**config.mk**
```make
export PLATFORM = sky130hd
export DESIGN_NAME = pc_redirect_unit
export DESIGN_NICKNAME = d
export VERILOG_FILES = /design/src/rtl/pc_redirect_unit.sv
export SDC_FILE = /design/constraint.sdc
export NUM_CORES = 1
export LEC_CHECK = 0
export BUFFER_PORTS_ARGS = -buffer_cell sky130_fd_sc_hd__buf_4
export CAP_MARGIN = 25
export CORE_MARGIN = 4
export CORE_UTILIZATION = 25
export CTS_CLUSTER_SIZE = 40
export DETAILED_ROUTE_END_ITERATION = 16
export GPL_ROUTABILITY_DRIVEN = 0
export GPL_TIMING_DRIVEN = 0
export PLACE_DENSITY = 0.43
export SLEW_MARGIN = 40
export SYNTH_ARGS = -nofsm -noshare
export SYNTH_HDL_FRONTEND = slang
export SYNTH_SLANG_ARGS = --single-unit
```
**constraint.sdc**
```tcl
create_clock -name clk -period 5.4 [get_ports clk]
set_clock_uncertainty 0.2 [all_clocks]
set_input_delay 0.54 -clock clk [delete_from_list [all_inputs] [get_ports clk]]
set_output_delay 0.54 -clock clk [all_outputs]
set_load 0.1 [all_outputs]
```
**src/rtl/pc_redirect_unit.sv**
```systemverilog
// Fetch PC sequencer: redirects land on pc one cycle after the sampling edge, then flush for FLUSH_CYCLES.
// Advance is throttled by stall/imem_ready; a misaligned redirect halts fetch until reset.
module pc_redirect_unit #(
   parameter int              XLEN         = 32,
   parameter logic [XLEN-1:0] RESET_PC     = '0,
   parameter int              FLUSH_CYCLES = 2
) (
   input  logic            clk,
   input  logic            rst,
   input  logic            branch_taken,
   input  logic            jump,
   input  logic [XLEN-1:0] target,
   input  logic            stall,
   input  logic            imem_ready,
   output logic [XLEN-1:0] pc,
   output logic [XLEN-1:0] pc_plus4,
   output logic            flush,
   output logic            fetch_valid,
   output logic            misalign_err,
   output logic [XLEN-1:0] bad_addr,
   output logic [15:0]     redirect_count
);

   localparam logic [1:0]      ST_RUN     = 2'd0;
   localparam logic [1:0]      ST_FLUSH   = 2'd1;
   localparam logic [1:0]      ST_HALT    = 2'd2;
   localparam logic [1:0]      FLUSH_INIT = 2'(FLUSH_CYCLES - 1);
   localparam logic [XLEN-1:0] PC_STEP    = XLEN'(4);

   logic [1:0]      state_q, state_d;
   logic [1:0]      cnt_q, cnt_d;
   logic [XLEN-1:0] pc_q, pc_d;
   logic            misalign_q, misalign_d;
   logic [XLEN-1:0] bad_addr_q, bad_addr_d;
   logic [15:0]     redirect_count_q, redirect_count_d;
   logic            redirect_req;

   assign redirect_req = branch_taken | jump;
   assign pc_plus4     = pc_q + PC_STEP;

   always_comb begin
      state_d          = state_q;
      cnt_d            = cnt_q;
      pc_d             = pc_q;
      misalign_d       = misalign_q;
      bad_addr_d       = bad_addr_q;
      redirect_count_d = redirect_count_q;
      case (state_q)
         ST_RUN: begin
            if (redirect_req) begin
               if (target[1:0] != 2'b00) begin
                  misalign_d = 1'b1;
                  bad_addr_d = target;
                  state_d    = ST_HALT;
               end else begin
                  pc_d    = target;
                  state_d = ST_FLUSH;
                  cnt_d   = FLUSH_INIT;
                  if (redirect_count_q != 16'hFFFF)
                     redirect_count_d = redirect_count_q + 16'd1;
               end
            end else if (!stall && imem_ready) begin
               pc_d = pc_plus4;
            end
         end
         ST_FLUSH: begin
            // Redirect inputs and stall are stale here; the squashed stages own them.
            if (imem_ready)
               pc_d = pc_plus4;
            if (cnt_q == 2'd0)
               state_d = ST_RUN;
            else
               cnt_d = cnt_q - 2'd1;
         end
         ST_HALT: begin
         end
         default: begin
            state_d = ST_RUN;
            cnt_d   = 2'd0;
         end
      endcase
   end

   always_ff @(posedge clk or posedge rst) begin
      if (rst) begin
         state_q          <= ST_RUN;
         cnt_q            <= 2'd0;
         pc_q             <= RESET_PC;
         misalign_q       <= 1'b0;
         bad_addr_q       <= '0;
         redirect_count_q <= 16'd0;
      end else begin
         state_q          <= state_d;
         cnt_q            <= cnt_d;
         pc_q             <= pc_d;
         misalign_q       <= misalign_d;
         bad_addr_q       <= bad_addr_d;
         redirect_count_q <= redirect_count_d;
      end
   end

   assign pc             = pc_q;
   assign flush          = (state_q != ST_RUN);
   assign fetch_valid    = (state_q != ST_HALT);
   assign misalign_err   = misalign_q;
   assign bad_addr       = bad_addr_q;
   assign redirect_count = redirect_count_q;

endmodule

```
---- After elaboration in Yosys (flattened, before gate mapping) ----
Index checks and enable logic that the tools add are counted.
word-level totals
  memories kept ........................... 0
  memory bits (read-only) ................. 0
  bits in writable memories ............... 0
  latch bits .............................. 0
  input bits .............................. 38
  output and inout bits ................... 115
  word-level logic and storage cells ...... 48
  register bits ........................... 85
cells by class
  equal/unequal tests ..................... 11
  $mul .................................... 0
  shift operators ......................... 0
  add/sub/neg operators ................... 3
  multiplexer cells ....................... 13
  divide/modulo/power cells ............... 0
  bitwise logic cells ..................... 3
  $lt $le $gt $ge ......................... 0
  reduce and logical (&&, ||, !) cells .... 12
operator list
  cell                                               number
  2-to-1 mux 32 bit                                  4
  one-hot mux 32 bit (2 select lines)                1
  adder 32 x 3 -> 32 bit (second input constant)     1
  adder 16 x 1 -> 16 bit (second input constant)     1
  inequality test 16 bit (second input constant)     1
  2-to-1 mux 2 bit                                   6
  inequality test 2 bit (second input constant)      6
  one-hot mux 2 bit (3 select lines)                 2
  AND reduction 4 bit                                3
  inequality test 3 bit (second input constant)      2
  AND reduction 3 bit                                2
  nonzero test 2 bit                                 3
  zero test 2 bit                                    2
  == test 2 x 1 -> 1 bit (second input constant)     1
  == test 2 bit (second input constant)              1
  NOT 1 bit                                          2
  subtractor 2 x 1 -> 2 bit (second input constant)  1
  logical AND 1 bit                                  1
  zero test 1 bit                                    1
  bitwise OR 1 bit                                   1

---- Logic depth before layout (Yosys ltp) ----
  word-level depth ........................ 5
  gate-level depth with buffers ........... 8
  gate-level depth less buffers ........... 6

---- Least setup slack after synthesis ----
No wires, ideal clock.
  path type ............................... register to output
  start ................................... register pc_q[2], in the netlist pc[2]
  end ..................................... output pc_plus4[28]
  path buffers ............................ 1
  required time ........................... 4660 ps
  arrival ................................. 3727 ps
  slack ................................... 933 ps
  cell stages (with the launch flop) ...... 7
  cells stage by stage .................... dfrtp_1 > ha_1 > and3_1 > and4_1 > buf_2 > nand4_1 > xnor2_1
on the way
  cells in the longest elaborated chain, start to end .. 1
ends and longest elaborated chain
  item                    RTL line  text
  start, declared         32        logic [XLEN-1:0] pc_q, pc_d;
  start signal, assigned  95        pc_q <= pc_d;
  adder 32 x 3 -> 32 bit  39        assign pc_plus4 = pc_q + PC_STEP;
  end, declared           16        output logic [XLEN-1:0] pc_plus4,
No other way between the ends.

---- Worst setup path in the final report ----
  start ................................... register pc_q[14], in the netlist pc[14]
  end ..................................... output pc_plus4[28]
Same word-level chain as after synthesis.

==> results list <==
- Summed over its instances, the top area cell type makes up 47.1% of the synthesized netlist area.
* Cell taking the most area after synthesis: sky130_fd_sc_hd__dfrtp_1
- Yosys mapped the design onto 55 distinct sky130hd cell types.
- Global route total overflow: 0
* CP Max Fanout: 7
- TritonCTS built the clock tree.
* Clock transition at the registers of the reported paths: 0.07 ns
- In the routed design, unresolved DRC markers number 0.
* Largest net degree at the start of global routing: 64
- Total setup violations reported at the end of the flow: 0
* H-Tree Level Count: 3
- The count of endpoints failing hold in the final timing report came to 0.
* Width of the die: 142 µm
- Dividing the detail-routed wire length by the instance count gives 18.6 µm.
* Ys async rst share: 100%
- Clock tree sinks: 85
- Synthesized net count: 488
- The slowest stage of the critical path is the sky130_fd_sc_hd__nor4_2 cell.
- Count of pins on the block boundary: 153
- Diodes inserted: 0
* Via density per instance: 4.94
- Clock tree synthesis inserted a total of 9 buffers.
* Maximum achievable frequency: 288 MHz
- After routing the design area is 6290 µm².
- Syn Std Cell Area: 4520 µm²
* Accumulated negative setup slack: 0 ns
- The first detailed-routing pass took 4 iterations.
- The first global-routing pass estimated 24.8 mm of wire.
* Setup slack after placement: 2.33 ns
* Clock latency reported for the late side of the worst-skew pair: 0.35 ns
- Cells after synthesis: 447
- Startpoint kind of the worst setup timing path: flop
- Pin slew with the least headroom to its limit: 0.746 ns
- Num rows: 48
- Each instance of the synthesized netlist takes up on average 10.1 µm².
* Global routing usage summed across all routing layers: 15.6%
- Series of cell instances along the critical path: clkbuf_1 -> nand2_1 -> nor4_2 -> nand4_1 -> xnor2_1 -> buf_4
- After the last flow step, the layout net total stands at 653.
- The worst setup path is of the reg2out kind.
- During synthesis, Yosys emitted a total of 0 warnings.
- The worst hold path belongs to the class in2reg.
- Detailed placement ended at an HPWL of 11.8 mm.
- Vias after detailed routing: 4156
* Required @ worst endpoint: 4.66 ns
- The cell sitting at the root of the clock tree is a sky130_fd_sc_hd__clkbuf_16.
* Final worst path period need: 3.47 ns
* Final antenna-violating net count: 0
- The share of the Yosys chip area taken by registers is 47.1%.
- Total Wirelength: 15.7 mm
- The number of antenna violations at the first check in global routing was 0.
- Compared with the post-synthesis result, the final layout area differs by 39.4%.
- Number of violations of the max-capacitance limit: 0
- Post-synthesis register bit count: 85
- On the critical path the largest part of the delay comes from simple AND/OR/NAND/NOR gates.
* Count of fill cells added during filler insertion: 1791
* Final-report max-slew violation count: 0
- Post-route insts no fill: 842
- Once the clock tree was built, the setup fixing pass inserted 0 buffers.
- Final worst path period share: 64.3%
- Overall die area: 20300 µm²
- Headroom to the max-slew limit came out at 49.9%.
- In this run the tool buffered the top-level ports with 152 buffer cells.
- Once the floorplan was initialized, standard cells occupied 25.8% of the core.
- The region available for standard cell placement spans 17500 µm².
- Placed standard-cell area: 5970 µm²
* Data arrival time of the critical path: 2.73 ns
- Fraction of layout instances using a drive strength above 1: 36.6%
- Number of synthesized flops with an enable pin: 0
- DP Cell Count: 825
- Maximum cell stage delay along the critical path: 0.73 ns
* CTS resizes: 0
- Number of violations reported at the end of detailed-routing iteration 0: 146
- From bottom edge to top edge, the die measures 142 µm.
* Status: finished clean
- The number of global-route vias before repair is 4322.
- Setup ws final: 1.93 ns
* Critical path capture point type: output pin
* Count of hold-fix buffers inserted at cts: 1
* Ranking of synthesized cells by area: sky130_fd_sc_hd__dfrtp_1, sky130_fd_sc_hd__mux2_2, sky130_fd_sc_hd__xnor2_1
* Buffers & Inverters on Critical Path: 2
- Primary flip-flop cell chosen by synthesis mapping: sky130_fd_sc_hd__dfrtp_1
- Worst-case clock buffer depth: 2
- Setup repair after global routing missed its margin: false
layout make-up:
type	instances	area [µm²]	area share (%)
buffer	29	139	2.21
clock buffer	11	253	4.02
clock inverter	5	58.8	0.934
inverter	8	37.5	0.596
multi-input combinational	325	2220	35.3
sequential	85	2130	33.8
tap	225	282	4.47
timing repair buffer	154	1180	18.7
worst paths after layout:
path / depth (start not counted) / startpoint / endpoint / slack, ns
min reg2reg: 1 / misalign_err$_DFFE_PP0P_ / misalign_err$_DFFE_PP0P_ / 0.28
max reg2reg: 4 / state_q[0]$_DFFE_PP0P_ / pc[17]$_DFFE_PP0P_ / 2.79
min in group asynchronous: 3 / rst / redirect_count[2]$_DFFE_PP0P_ / 0.47
min: 2 / target[14] / bad_addr[14]$_DFFE_PP0P_ / 0.23
max: 6 / pc[14]$_DFFE_PP0P_ / pc_plus4[28] / 1.93
max in group asynchronous: 4 / rst / pc[8]$_DFFE_PP0P_ / 3.96
synth_stat cells (10+ instances only):
master                      count
sky130_fd_sc_hd__a21oi_1       28
sky130_fd_sc_hd__a2bb2oi_1     10
sky130_fd_sc_hd__and3_1        12
sky130_fd_sc_hd__clkbuf_1      15
sky130_fd_sc_hd__dfrtp_1       85
sky130_fd_sc_hd__mux2_2        33
sky130_fd_sc_hd__nand2_1       41
sky130_fd_sc_hd__nand3_1       21
sky130_fd_sc_hd__nand4_1       13
sky130_fd_sc_hd__nor2_1        30
sky130_fd_sc_hd__o21ai_0       16
sky130_fd_sc_hd__o22ai_1       11
sky130_fd_sc_hd__xnor2_1       27
sky130_fd_sc_hd__xor2_1        16
registers in the layout, indices dropped and copies added, names as in the netlist:
signal	count
bad_addr	32
cnt_q	2
state_q	2
pc	32
redirect_count	16
misalign_err	1
logic make-up (layout without fill, tap and decap cells):
group / count (synthesis) / after routing / share of synthesized area (%)
and+or+nand+nor: 149 / 149 / 17.3
AOI/OAI and AO/OA: 96 / 96 / 14.2
DFF: 85 / 85 / 47.1
xor gates and xnor gates: 43 / 43 / 8.34
buffers and inverters: 37 / 207 / 3.74
muxes: 34 / 34 / 8.48
adders and majority gates: 3 / 3 / 0.831
metal layers:
metal  share of wire [%]  vias to the layer above  wire (µm)  global-route usage [%]
met4                 1.7                        0        267                    4.60
met5                   0                        -          0                       0
met3                 9.0                       17       1410                    5.38
met2                  46                      162       7260                    25.1
met1                  43                     2038       6740                    20.0
li1                    -                     1939          -                       -
stage by stage:
step           util, %  hold slack, ns
2_1_floorplan        -           0.312
3_3_place_gp      34.0           0.260
3_5_place_dp      34.2           0.260
4_1_cts           36.0           0.216
5_1_grt           36.0           0.224
6_report          36.0           0.231
cells in the final DEF, fill, tap and decap left out, drive strengths merged, types with 12 or more instances in the layout:
master  count
buf       166
nor2       30
nand3      21
dfrtp      85
nand4      13
o21ai      16
nand2      41
clkbuf     27
and3       12
xnor2      27
a21oi      30
mux2       34
xor2       16
Power is not shown: default switching activity piles up to over one toggle a cycle in this logic, so the estimate is an artifact.
